File: src/rtl/disp_pkg.sv
// Shared seven-segment definitions for the display path.
// The scanner and the number decoders both use this pattern table.
package disp_pkg;

  // Segment patterns for hex digits 0-F, bit 0 = segment a, bit 6 = segment g.
  localparam logic [6:0] SEG_TABLE [16] = '{
    7'h3F, 7'h06, 7'h5B, 7'h4F, 7'h66, 7'h6D, 7'h7D, 7'h07,
    7'h7F, 7'h6F, 7'h77, 7'h7C, 7'h39, 7'h5E, 7'h79, 7'h71
  };

  localparam logic [7:0] SEG_OFF = 8'h00;

  typedef enum logic {
    PH_BLANK,
    PH_DRIVE
  } phase_e;

endpackage

File: src/rtl/disp_scan_mux_hex7seg.sv
// Combinational hex to seven-segment decoder.
// The pattern table lives in disp_pkg so other decoders can share it.
module hex7seg
  import disp_pkg::*;
(
  input  logic [3:0] val_i,
  output logic [6:0] seg_o
);

  assign seg_o = SEG_TABLE[val_i];

endmodule

File: src/rtl/disp_scan_mux.sv
// Time-multiplexed seven-segment scanner with per-frame input snapshot,
// a dark interval at each digit change, and a registered output stage.
module disp_scan_mux
  import disp_pkg::*;
#(
  parameter int N_DIGITS   = 2,
  parameter int CLK_DIV    = 50000,
  parameter int BLANK_CYC  = 1,
  parameter int ACTIVE_LOW = 0
) (
  input  logic                  clk,
  input  logic                  rst,
  input  logic [4*N_DIGITS-1:0] digit_val,
  input  logic [N_DIGITS-1:0]   digit_blank,
  input  logic [N_DIGITS-1:0]   dp,
  output logic [7:0]            seg,
  output logic [N_DIGITS-1:0]   an,
  output logic                  frame_tick
);

  localparam int CNT_W = $clog2(CLK_DIV);
  localparam int IDX_W = (N_DIGITS > 1) ? $clog2(N_DIGITS) : 1;
  localparam logic [CNT_W-1:0] CNT_LAST = CNT_W'(CLK_DIV - 1);
  localparam logic [IDX_W-1:0] IDX_LAST = IDX_W'(N_DIGITS - 1);

  logic [CNT_W-1:0]      cnt_q, cnt_d;
  logic [IDX_W-1:0]      idx_q, idx_d;
  phase_e                phase_q, phase_d;
  logic [4*N_DIGITS-1:0] shadowVal_q, shadowVal_d;
  logic [N_DIGITS-1:0]   shadowBlank_q, shadowBlank_d;
  logic [N_DIGITS-1:0]   shadowDp_q, shadowDp_d;
  logic [7:0]            seg_q, seg_d;
  logic [N_DIGITS-1:0]   an_q, an_d;
  logic                  frameTick_q, frameTick_d;

  logic                  cntWrap;
  logic                  frameStart;
  logic [3:0]            curVal;
  logic [6:0]            curPattern;

  always_ff @(posedge clk or posedge rst) begin
    if (rst) begin
      cnt_q         <= '0;
      idx_q         <= '0;
      phase_q       <= PH_BLANK;
      shadowVal_q   <= '0;
      shadowBlank_q <= '1;
      shadowDp_q    <= '0;
      seg_q         <= SEG_OFF;
      an_q          <= '0;
      frameTick_q   <= 1'b0;
    end else begin
      cnt_q         <= cnt_d;
      idx_q         <= idx_d;
      phase_q       <= phase_d;
      shadowVal_q   <= shadowVal_d;
      shadowBlank_q <= shadowBlank_d;
      shadowDp_q    <= shadowDp_d;
      seg_q         <= seg_d;
      an_q          <= an_d;
      frameTick_q   <= frameTick_d;
    end
  end

  // The shadow is bypassed during the snapshot cycle so digit 0 never shows
  // stale data when there is no blank interval.
  always_comb begin
    cntWrap    = (cnt_q == CNT_LAST);
    frameStart = (cnt_q == '0) && (idx_q == '0);

    cnt_d = cntWrap ? '0 : cnt_q + 1'b1;
    idx_d = idx_q;
    if (cntWrap) begin
      idx_d = (idx_q == IDX_LAST) ? '0 : idx_q + 1'b1;
    end

    phase_d = (int'(cnt_d) < BLANK_CYC) ? PH_BLANK : PH_DRIVE;

    shadowVal_d   = frameStart ? digit_val   : shadowVal_q;
    shadowBlank_d = frameStart ? digit_blank : shadowBlank_q;
    shadowDp_d    = frameStart ? dp          : shadowDp_q;

    curVal = shadowVal_d[int'(idx_q) * 4 +: 4];
  end

  hex7seg u_hex7seg (
    .val_i (curVal),
    .seg_o (curPattern)
  );

  always_comb begin
    an_d        = '0;
    seg_d       = SEG_OFF;
    frameTick_d = cntWrap && (idx_q == IDX_LAST);
    if ((phase_q == PH_DRIVE) && !shadowBlank_d[idx_q]) begin
      an_d[idx_q] = 1'b1;
      seg_d       = {shadowDp_d[idx_q], curPattern};
    end
  end

  assign seg        = (ACTIVE_LOW != 0) ? ~seg_q : seg_q;
  assign an         = (ACTIVE_LOW != 0) ? ~an_q  : an_q;
  assign frame_tick = frameTick_q;

endmodule

File: config.mk
export PLATFORM = sky130hd
export DESIGN_NAME = disp_scan_mux
export DESIGN_NICKNAME = d
export VERILOG_FILES = /design/src/rtl/disp_pkg.sv /design/src/rtl/disp_scan_mux_hex7seg.sv /design/src/rtl/disp_scan_mux.sv
export SDC_FILE = /design/constraint.sdc
export NUM_CORES = 1
export LEC_CHECK = 0
export BUFFER_PORTS_ARGS = -buffer_cell sky130_fd_sc_hd__buf_2
export CAP_MARGIN = 25
export CORE_MARGIN = 2
export CORE_UTILIZATION = 25
export CTS_CLUSTER_SIZE = 8
export DETAILED_ROUTE_END_ITERATION = 7
export GPL_ROUTABILITY_DRIVEN = 0
export PLACE_DENSITY = 0.44
export SYNTH_ARGS = -nofsm -noshare
export SYNTH_HDL_FRONTEND = slang
export SYNTH_SLANG_ARGS = --single-unit
File: constraint.sdc
create_clock -name clk -period 2.7 [get_ports clk]
set_clock_uncertainty 0.2 [all_clocks]
set_input_delay 0.81 -clock clk [delete_from_list [all_inputs] [get_ports clk]]
set_output_delay 0.81 -clock clk [all_outputs]
set_load 0.01 [all_outputs]
==> impl_metrics.sql, run 1 <==
INSERT INTO impl_metrics (metric_group, metric, value, unit) VALUES
('status', 'outcome', 'complete, but fails checks', ''),
('status', 'violations_in_the_final_reports', 'negative setup slack', ''),
('grt', 'gr-usage-all-layers', '12.0', '%'),
('critical_path', 'timing.critical_path.required', '2.69', 'ns'),
('floorplanning', 'io_pins', '25', ''),
('placed_design', 'dp_slack', '-0.0526', 'ns'),
('critical_path', 'crit_path_cell_trace', 'nor4_4 > nand4b_1 > nor2_2 > nand2_1 > o211ai_1 > inv_2 > ha_4 > nor2b_1 > a211oi_2 > a211oi_2 > a2111oi_4', ''),
('finish', 'diodes', '0', ''),
('placed_design', 'number_of_port_buffers', '24', ''),
('yosys', 'synthAdderAreaFrac', '4.48', '%'),
('sta', 'finalSetupViolCount', '2', ''),
('yosys', 'combinational_family_with_the_most_area_after_synthesis', 'simple AND/OR/NAND/NOR gates', ''),
('grt', 'maximum_number_of_pins_on_one_net_before_global_route_repair', '42', ''),
('yosys', 'synth_top_cells_by_area', 'sky130_fd_sc_hd__dfrtp_1, sky130_fd_sc_hd__nand2_1, sky130_fd_sc_hd__ha_1', ''),
('yosys', 'synth.mux.area_fraction', '3.08', '%'),
('clock_tree', 'tritoncts.num_buffers', '5', ''),
('clock_tree', 'clock-sinks', '41', ''),
('critical_path', 'cp_max_fo', '3', ''),
('finish', 'multi_input_area', '1200', 'um2'),
('sta', 'final_critical_path_setup_slack', '-0.0331', 'ns'),
('power', 'power.sequential.fraction', '49.9', '%'),
('detailed_routing', 'detail_route.vias_per_cell', '4.54', ''),
('power', 'power', '1.29', 'mW'),
('critical_path', 'worst_setup_path_start_kind', 'flip-flop', ''),
('yosys', 'synthDominantCellAreaShare', '43.7', '%'),
('yosys', 'synth_top_cell_by_area', 'sky130_fd_sc_hd__dfrtp_1', ''),
('sta', 'final_hold_slack', '0.277', 'ns'),
('floorplanning', 'placeableCoreArea', '8680', 'um2'),
('finish', 'final-seq-area', '1030', 'um2'),
('power', 'worst_vdd_rail_ir_drop', '0.000164', 'V'),
('floorplanning', 'core.rowCount', '34', ''),
('clock_tree', 'clock_h_tree_levels', '2', ''),
('power', 'internal_power', '0.975', 'mW'),
('grt', 'groute.layer.met2.usage', '19.9', '%'),
('finish', 'area_growth_syn_to_layout', '38.8', '%'),
('sta', 'rsz0062_at_grt', 'yes', ''),
('critical_path', 'library_cell_contributing_the_largest_single_delay_on_the_critical_path', 'sky130_fd_sc_hd__dfrtp_1', ''),
('power', 'switching_power_of_the_nets', '0.311', 'mW'),
('grt', 'met1_usage', '16.0', '%'),
('critical_path', 'critPathMaxStageDelay', '0.41', 'ns'),
('finish', 'finalNetCount', '325', ''),
('grt', 'grt_pass1_vias', '1873', ''),
('power', 'power-per-cell-area', '414', 'nW/um2'),
('placed_design', 'detailed_place_hpwl', '3.99', 'mm'),
('grt', 'grt_pass1_wl', '9.25', 'mm'),
('yosys', 'syn_inst', '222', ''),
('grt', 'globalRoute.totalOverflow', '0', ''),
('finish', 'final_area', '3100', 'um2'),
('finish', 'drive_above_1_share', '41.4', '%'),
('power', 'power.combinational.fraction', '10.5', '%'),
('sta', 'post-route-period-util', '101', '%'),
('yosys', 'synth_warnings', '0', ''),
('floorplanning', 'chipWidth', '98.5', 'um'),
('job', 'max-cap-violations', '0', ''),
('detailed_routing', 'drc_errors', '0', ''),
('floorplanning', 'fp.dieArea', '9710', 'um2'),
('critical_path', 'worstSetupPathType', 'reg -> reg', ''),
('yosys', 'postSynth.asyncResetShare', '100', '%'),
('placed_design', 'postPlaceCellArea', '2740', 'um2'),
('sta', 'slew_viol_final', '0', ''),
('grt', 'gr-max-usage-layer', 'met2', ''),
('critical_path', 'arrival', '2.73', 'ns'),
('floorplanning', 'dieHeight', '98.5', 'um'),
('finish', 'final.fill_count', '904', ''),
('detailed_routing', 'post_route_ant_nets', '0', ''),
('grt', 'antenna_found_initial', '0', ''),
('yosys', 'share_of_the_yosys_chip_area_belonging_to_registers', '46.0', '%'),
('yosys', 'post_synth_net_total', '244', ''),
('sta', 'hold_fails_final_rpt', '0', ''),
('power', 'p_leak', '1.44', 'nW'),
('yosys', 'synth_cell_types', '54', '');
-- path summary, 6_finish.rpt --
kind	start	end	slack [ns]	cells past startpoint
worst min register to register	shadowDp_q[0]	shadowDp_q[0]	0.28	2
worst max register to register	cnt_q[8]	seg[3]	-0.03	11
max in group asynchronous	rst	shadowBlank_q[1]	1.51	3
worst max-delay path	cnt_q[8]	seg[3]	-0.03	11
min in group asynchronous	rst	cnt_q[1]	0.43	3
worst min-delay path	shadowDp_q[0]	shadowDp_q[0]	0.28	2
-- routing by layer --
metal | up-vias | share of wire, %
li1 | 933 | -
met1 | 898 | 47
met2 | 35 | 49
met4 | 0 | 0.96
met3 | 5 | 3.8
met5 | - | 0
-- critical path, delay by kind of cell, from the launching register on --
kind | cells | cell delay, ns
buffers and inverters | 1 | 0.10
DFF | 1 | 0.41
AOI/OAI and AO/OA | 4 | 0.84
adders and majority gates | 1 | 0.17
and+or+nand+nor | 5 | 0.90
-- Yosys cell counts, types with 4 or more instances --
cell,n
sky130_fd_sc_hd__xor2_1,8
sky130_fd_sc_hd__dfrtp_1,39
sky130_fd_sc_hd__nand2_1,38
sky130_fd_sc_hd__clkbuf_1,5
sky130_fd_sc_hd__xnor2_1,11
sky130_fd_sc_hd__nand3_1,5
sky130_fd_sc_hd__and3_1,4
sky130_fd_sc_hd__inv_1,8
sky130_fd_sc_hd__nor4_1,4
sky130_fd_sc_hd__ha_1,8
sky130_fd_sc_hd__nor2_1,22
sky130_fd_sc_hd__nand4_1,4
sky130_fd_sc_hd__a211oi_1,6
-- cell type report --
| class | instances | area share (%) |
|---|---|---|
| multi-input cells | 161 | 38.8 |
| flip-flops and latches | 41 | 33.2 |
| repair buffers | 85 | 18.9 |
| well taps | 108 | 4.36 |
| clock buffers | 5 | 2.22 |
| clock inverters | 3 | 1.49 |
| inverters | 9 | 1.09 |
-- flip-flops by register name, indices dropped and copies added (netlist names) --
name	cells
idx_q	1
shadowDp_q	2
phase_q	1
cnt_q	16
frame_tick	1
shadowVal_q	8
shadowBlank_q	2
an	2
seg	8
-- power by group through the flow --
stage          logic, mW  registers (mW)  clock network, mW
2_1_floorplan     0.0617           0.657                  0
3_3_place_gp       0.115           0.654                  0
3_5_place_dp       0.115           0.654                  0
4_1_cts            0.126           0.642              0.530
5_1_grt            0.150           0.644              0.557
6_report           0.135           0.642              0.509
-- metrics by stage --
step / cells / setup TNS (ns)
after detailed placement: 384 / -0.0526
after floorplan: 222 / -0.0485
after global routing: 412 / -0.257
after global placement: 384 / 0
final: 412 / -0.0643
after CTS: 410 / 0
-- timing repair --
item / CTS / global route
setup buffers: 18 / 2
gates cloned: 0 / 0
gates resized for setup: 10 / 10
endpoints found under the setup margin: 1 / 5
pin swaps: 14 / 11
hold buffers: 0 / 0
-- logic make-up after synthesis --
logic type               after synthesis
AND/OR/NAND/NOR                      100
flip-flops                            41
AO/OA/AOI/OAI                         29
buffers and inverters                 20
XOR/XNOR                              19
adder cells (fa/ha/maj)                8
multiplexers                           5
Note: power is estimated with default switching activity, not from simulation.
==> run 2, diff against run 1 <==
RECOVER_POWER = 100   (was default)
==> run 2 against run 1 <==
Against the previous run:
- the flow still finishes with violations (negative setup slack)
- clock-buffer cell count unchanged
- combinational power down 3%
- sequential share of layout area up 0.49 points
- register-to-register slack about the same
- sequential power about the same
- core utilization down 0.52 points
- routed wire length up 0.27%
- global-route usage unchanged
- first-iteration DRC count down 7.7%
- die area unchanged
- hold slack better by 0.0013 ns
- power down 0.25%
- critical endpoint unchanged
- largest cell class unchanged
- highest routed layer unchanged
==> impl_metrics.sql, run 2 (synthesis results as in run 1) <==
INSERT INTO impl_metrics (metric_group, metric, value, unit) VALUES
('power', 'switching_power_of_the_nets', '0.312', 'mW'),
('finish', 'finalNetCount', '325', ''),
('sta', 'post-route-period-util', '101', '%'),
('finish', 'final_common_cell', 'sky130_fd_sc_hd__buf_4', ''),
('critical_path', 'path_delay_family', 'simple AND/OR/NAND/NOR gates', ''),
('floorplanning', 'fp.dieArea', '9710', 'um2'),
('detailed_routing', 'post_route_ant_nets', '0', ''),
('placed_design', 'dp_slack', '-0.0526', 'ns'),
('power', 'worst_vdd_rail_ir_drop', '0.000164', 'V'),
('finish', 'largest_register_ff_count', '16', ''),
('placed_design', 'number_of_port_buffers', '24', ''),
('finish', 'drive_above_1_share', '35.5', '%'),
('sta', 'fin_crit', '2.73', 'ns'),
('detailed_routing', 'routed_wirelength_normalized_by_instance_count', '13.7', 'um'),
('critical_path', 'cp_num_buf_inv', '1', ''),
('floorplanning', 'start_util', '25.7', '%'),
('power', 'internal_power', '0.971', 'mW'),
('floorplanning', 'core.rowCount', '34', ''),
('finish', 'final.fill_count', '919', ''),
('power', 'power.sequential.fraction', '50.1', '%'),
('job', 'max-cap-violations', '0', ''),
('power', 'p_clk_share', '39.7', '%'),
('clock_tree', 'path_clk_slew', '0.09', 'ns'),
('sta', 'fmaxAchievable', '0.367', 'GHz'),
('critical_path', 'timing.critical_path.required', '2.69', 'ns'),
('grt', 'grt_pass1_vias', '1873', ''),
('sta', 'slew_viol_final', '0', ''),
('grt', 'grt_pass1_wl', '9.25', 'mm'),
('critical_path', 'worst_setup_path_start_kind', 'flip-flop', ''),
('sta', 'rsz0062_at_grt', 'yes', ''),
('critical_path', 'critPathMaxStageDelay', '0.41', 'ns'),
('sta', 'final_critical_path_setup_slack', '-0.0259', 'ns'),
('clock_tree', 'clock_latency', '0.30', 'ns'),
('grt', 'gr-usage-all-layers', '12.0', '%'),
('finish', 'finish.utilization', '35.2', '%'),
('power', 'p_leak', '1.39', 'nW'),
('floorplanning', 'chipWidth', '98.5', 'um'),
('critical_path', 'crit_path_cell_trace', 'nor4_4 > nand4b_1 > nor2_2 > nand2_1 > o211ai_1 > inv_2 > ha_4 > nor2b_1 > a211oi_2 > a211oi_2 > a2111oi_4', ''),
('clock_tree', 'cts.root.buffer_cell', 'sky130_fd_sc_hd__clkbuf_8', ''),
('detailed_routing', 'drc_errors', '0', ''),
('finish', 'area_growth_syn_to_layout', '36.8', '%'),
('placed_design', 'postPlaceCellArea', '2740', 'um2'),
('critical_path', 'critical_path.most_common_cell', 'sky130_fd_sc_hd__a211oi_2', ''),
('status', 'outcome', 'complete, but fails checks', ''),
('power', 'power_switching_share', '24.3', '%'),
('grt', 'antenna_found_initial', '0', ''),
('critical_path', 'library_cell_contributing_the_largest_single_delay_on_the_critical_path', 'sky130_fd_sc_hd__dfrtp_1', ''),
('finish', 'diodes', '0', ''),
('critical_path', 'arrival', '2.72', 'ns'),
('critical_path', 'timing.reg2reg.setup_slack', '-0.03', 'ns'),
('critical_path', 'endpoint_kind', 'flip-flop', ''),
('floorplanning', 'placeableCoreArea', '8680', 'um2'),
('power', 'power-per-cell-area', '420', 'nW/um2'),
('detailed_routing', 'drt-total-wl', '5.65', 'mm'),
('clock_tree', 'tritoncts.num_buffers', '5', ''),
('grt', 'globalRoute.totalOverflow', '0', ''),
('detailed_routing', 'dr.first_iter.drc_count', '48', ''),
('sta', 'slew-limit-headroom', '32.4', '%'),
('finish', 'final_area', '3060', 'um2'),
('placed_design', 'detailed_place_hpwl', '3.99', 'mm'),
('sta', 'finalSetupViolCount', '2', ''),
('finish', 'registers.top_by_ff_count', 'cnt_q', ''),
('hold_path', 'worst_hold_path_type', 'reg -> reg', ''),
('clock_tree', 'cts_tree', 'yes', ''),
('power', 'power.combinational.fraction', '10.2', '%'),
('clock_tree', 'clock_h_tree_levels', '2', ''),
('detailed_routing', 'detail_route.vias_per_cell', '4.54', ''),
('detailed_routing', 'first_pass_iters', '4', ''),
('floorplanning', 'dieHeight', '98.5', 'um'),
('floorplanning', 'io_pins', '25', ''),
('critical_path', 'cp_max_fo', '3', ''),
('grt', 'maximum_number_of_pins_on_one_net_before_global_route_repair', '42', ''),
('critical_path', 'worstSetupPathType', 'reg -> reg', ''),
('status', 'violations_in_the_final_reports', 'negative setup slack', ''),
('finish', 'mostFrequentLayoutCells', 'sky130_fd_sc_hd__buf_4, sky130_fd_sc_hd__dfrtp_1, sky130_fd_sc_hd__nand2_1, sky130_fd_sc_hd__nor2_1, sky130_fd_sc_hd__clkbuf_1', ''),
('clock_tree', 'max-clock-path-buffers', '2', ''),
('sta', 'hold_fails_final_rpt', '0', ''),
('detailed_routing', 'route.vias.total', '1871', ''),
('clock_tree', 'clock-sinks', '41', ''),
('sta', 'worst_pin_slew', '1.01', 'ns');
[run 2: worst min-delay path: cells and delay by family, from the launching register on]
family           cells  cell delay [ns]
and+or+nand+nor      2             0.11
DFF                  1             0.33
[run 2: worst paths after layout]
path | start | end | cells past startpoint
min in group asynchronous | rst | cnt_q[1] | 3
worst min-delay path | shadowDp_q[0] | shadowDp_q[0] | 2
max in group asynchronous | rst | shadowVal_q[3] | 3
worst min register to register | shadowDp_q[0] | shadowDp_q[0] | 2
worst max register to register | cnt_q[8] | seg[3] | 11
worst max-delay path | cnt_q[8] | seg[3] | 11
[run 2: per-layer routing]
metal / vias up / global-route usage (%) / wire (um)
li1: 934 / - / -
met1: 902 / 16.0 / 2670
met2: 31 / 19.9 / 2720
met3: 4 / 2.48 / 204
met4: 0 / 3.16 / 52
met5: - / 0 / 0
[run 2: layout make-up]
type	instances	area, um2	share of cell area [%]
clock inverter	3	46.3	1.51
sequential	41	1030	33.6
tap	108	135	4.42
timing repair buffer	85	552	18.1
inverter	9	33.8	1.11
multi-input combinational	161	1190	39.0
clock buffer	5	68.8	2.25
[run 2: per-stage QoR]
stage	hold slack [ns]	std cells	power, mW	TNS, ns
2_1_floorplan	0.232	222	0.719	-0.0485
3_3_place_gp	0.256	384	0.769	0
3_5_place_dp	0.257	384	0.768	-0.0526
4_1_cts	0.287	410	1.30	0
5_1_grt	0.307	412	1.35	-0.520
6_report	0.278	412	1.28	-0.0458
[run 2: repair_timing]
action | CTS | global route
pin swaps | 14 | 11
hold buffers | 0 | 0
setup buffers | 18 | 2
gates resized for setup | 10 | 10
setup endpoints to repair | 1 | 5
hold endpoints to repair | 0 | 0
[run 2: power by group through the flow]
| stage | logic [mW] | clock network [mW] | registers, mW |
|---|---|---|---|
| global placement | 0.115 | 0 | 0.654 |
| finish | 0.131 | 0.509 | 0.642 |
| CTS | 0.126 | 0.530 | 0.642 |
| global route | 0.146 | 0.557 | 0.645 |
| detailed placement | 0.115 | 0 | 0.654 |
| floorplan | 0.0617 | 0 | 0.657 |
==> run 3, diff against run 2 <==
--- a/config.mk
+++ b/config.mk
@@ -18,2 +18,3 @@
 export SYNTH_HDL_FRONTEND = slang
 export SYNTH_SLANG_ARGS = --single-unit
+export TNS_END_PERCENT = 100
==> constraint.sdc (replaced) <==
create_clock -name clk -period 2.7 [get_ports clk]
set_clock_uncertainty 0.2 [all_clocks]
set_input_delay 0.135 -clock clk [delete_from_list [all_inputs] [get_ports clk]]
set_output_delay 0.135 -clock clk [all_outputs]
set_load 0.01 [all_outputs]
==> run 3 against run 2 <==
Against the previous run:
- register-to-register slack improved by 0.06 ns
- the flow now finishes without violations
- sequential power about the same
- routed wire length decreased by 3.9%
- largest cell class unchanged
==> impl_metrics.sql, run 3 (synthesis results as in run 1) <==
INSERT INTO impl_metrics (metric_group, metric, value, unit) VALUES
('placed_design', 'number_of_port_buffers', '24', ''),
('clock_tree', 'cts_tree', 'yes', ''),
('floorplanning', 'core.rowCount', '34', ''),
('grt', 'grt_pass1_vias', '1809', ''),
('critical_path', 'worstSetupPathType', 'reg -> reg', ''),
('clock_tree', 'path_clk_slew', '0.09', 'ns'),
('finish', 'drive_above_1_share', '32.6', '%'),
('power', 'power-per-cell-area', '420', 'nW/um2'),
('finish', 'diodes', '0', ''),
('placed_design', 'dp_slack', '-0.0381', 'ns'),
('hold_path', 'worst_hold_path_type', 'in -> reg', ''),
('sta', 'fmaxAchievable', '0.375', 'GHz'),
('finish', 'mostFrequentLayoutCells', 'sky130_fd_sc_hd__buf_4, sky130_fd_sc_hd__dfrtp_1, sky130_fd_sc_hd__nand2_1, sky130_fd_sc_hd__nor2_1', ''),
('grt', 'grt_pass1_wl', '8.80', 'mm'),
('detailed_routing', 'route.vias.total', '1833', ''),
('sta', 'final_critical_path_setup_slack', '0.0361', 'ns'),
('grt', 'maximum_number_of_pins_on_one_net_before_global_route_repair', '42', ''),
('clock_tree', 'clock_latency', '0.30', 'ns'),
('grt', 'gr-usage-all-layers', '11.3', '%'),
('detailed_routing', 'first_pass_iters', '5', ''),
('power', 'worst_vdd_rail_ir_drop', '0.000188', 'V'),
('sta', 'hold_fails_final_rpt', '0', ''),
('finish', 'multi_input_area', '1170', 'um2'),
('sta', 'fin_crit', '2.66', 'ns'),
('clock_tree', 'cts.root.buffer_cell', 'sky130_fd_sc_hd__clkbuf_8', ''),
('floorplanning', 'fp.dieArea', '9710', 'um2'),
('sta', 'worst_pin_slew', '1.05', 'ns'),
('hold_path', 'hold_path_end', 'shadowVal_q[3]', ''),
('grt', 'antenna_found_initial', '0', ''),
('floorplanning', 'chipWidth', '98.5', 'um'),
('critical_path', 'timing.reg2reg.setup_slack', '0.04', 'ns'),
('grt', 'globalRoute.totalOverflow', '0', ''),
('floorplanning', 'placeableCoreArea', '8680', 'um2'),
('critical_path', 'arrival', '2.65', 'ns'),
('sta', 'rsz0062_at_grt', 'yes', ''),
('clock_tree', 'clock-sinks', '41', ''),
('critical_path', 'timing.critical_path.required', '2.69', 'ns'),
('finish', 'registers.top_by_ff_count', 'cnt_q', ''),
('floorplanning', 'dieHeight', '98.5', 'um'),
('power', 'p_leak', '1.40', 'nW'),
('hold_path', 'worst_hold_path.num_cells', '3', ''),
('critical_path', 'endpoint_kind', 'flip-flop', ''),
('finish', 'area_growth_syn_to_layout', '37.2', '%'),
('clock_tree', 'tritoncts.num_buffers', '5', ''),
('hold_path', 'min-delay-start', 'digit_val[3]', ''),
('detailed_routing', 'drt-total-wl', '5.42', 'mm'),
('finish', 'final.fill_count', '898', ''),
('clock_tree', 'clock_h_tree_levels', '2', ''),
('detailed_routing', 'routed_wirelength_normalized_by_instance_count', '13.2', 'um'),
('finish', 'finalNetCount', '325', ''),
('critical_path', 'reg2regPathDepth', '11', ''),
('finish', 'final_common_cell', 'sky130_fd_sc_hd__buf_4', ''),
('clock_tree', 'max-clock-path-buffers', '2', ''),
('finish', 'largest_register_ff_count', '16', ''),
('job', 'max-cap-violations', '0', ''),
('sta', 'post-route-period-util', '98.7', '%'),
('sta', 'slew_viol_final', '0', ''),
('critical_path', 'timing.rr.start', 'cnt_q[11]', ''),
('finish', 'final_area', '3070', 'um2'),
('status', 'outcome', 'finished, final reports clean', ''),
('detailed_routing', 'detail_route.vias_per_cell', '4.45', ''),
('placed_design', 'detailed_place_hpwl', '3.85', 'mm'),
('floorplanning', 'start_util', '25.7', '%'),
('critical_path', 'worstReg2RegEnd', 'seg[3]', ''),
('detailed_routing', 'dr.first_iter.drc_count', '41', ''),
('critical_path', 'cp_max_fo', '4', ''),
('detailed_routing', 'post_route_ant_nets', '0', ''),
('sta', 'slew-limit-headroom', '30.2', '%'),
('detailed_routing', 'drc_errors', '0', ''),
('placed_design', 'postPlaceCellArea', '2730', 'um2'),
('sta', 'finalSetupViolCount', '0', ''),
('floorplanning', 'io_pins', '25', ''),
('finish', 'final-seq-area', '1030', 'um2'),
('critical_path', 'worst_setup_path_start_kind', 'flip-flop', '');
-- run 3: worst max-delay path: stages (launching register included) --
cell	delay [ns]
sky130_fd_sc_hd__dfrtp_1	0.39
sky130_fd_sc_hd__nor4_1	0.35
sky130_fd_sc_hd__and2_4	0.25
sky130_fd_sc_hd__nand2_4	0.07
sky130_fd_sc_hd__nand2_2	0.06
sky130_fd_sc_hd__o211a_1	0.21
sky130_fd_sc_hd__inv_2	0.08
sky130_fd_sc_hd__ha_4	0.16
sky130_fd_sc_hd__nor2b_4	0.12
sky130_fd_sc_hd__a211oi_2	0.24
sky130_fd_sc_hd__a211oi_2	0.07
sky130_fd_sc_hd__a2111oi_2	0.35
-- run 3: metrics by stage --
stage	power, mW	instances	utilization, %	hold WS (ns)	setup TNS, ns
global route	1.35	412	35.3	0.0355	-0.120
finish	1.29	412	35.3	0.0242	0
CTS	1.30	402	34.0	0.00966	0
global placement	0.767	383	31.5	0.101	0
detailed placement	0.767	383	31.5	0.119	-0.0381
floorplan	0.719	222	-	0.0227	-0.0485
-- run 3: repair_timing --
action	in CTS	in global routing
endpoints found under the hold margin	50	0
hold buffers	11	0
setup buffers	0	10
setup endpoints to repair	3	3
pin swaps	1	14
gates resized for setup	1	16
-- run 3: routing by layer --
metal,vias up,part of all wire [%],GRT usage (%)
met5,-,0,0
met4,0,1.0,2.85
met3,6,3.2,2.70
met2,25,47,18.5
met1,873,49,15.0
li1,929,-,-
-- run 3: how the worst max path moves through the flow --
stage          endpoint       from  slack (ns)  cells past startpoint
6_report         seg[3]  cnt_q[11]        0.04                     11
3_3_place_gp     seg[6]   cnt_q[3]        0.06                     10
2_1_floorplan    seg[3]   cnt_q[8]       -0.05                     13
3_5_place_dp     seg[3]   cnt_q[6]       -0.04                     12
5_1_grt          seg[3]   cnt_q[2]       -0.09                     11
4_1_cts          seg[3]   cnt_q[6]        0.01                     12
-- run 3: final cells by class --
cell class / instances / area share [%]
clock buffer: 6 / 2.37
clock inverter: 2 / 1.26
inverter: 9 / 1.10
multi-input combinational: 161 / 38.2
sequential: 41 / 33.5
tap: 108 / 4.41
timing repair buffer: 85 / 19.1
-- run 3: power breakdown --
group	switching, mW	internal [mW]	total, mW	leakage [nW]
logic	0.0674	0.0648	0.132	0.833
registers	0.00895	0.633	0.642	0.509
clock network	0.235	0.278	0.513	0.0554
total	0.311	0.976	1.29	1.40
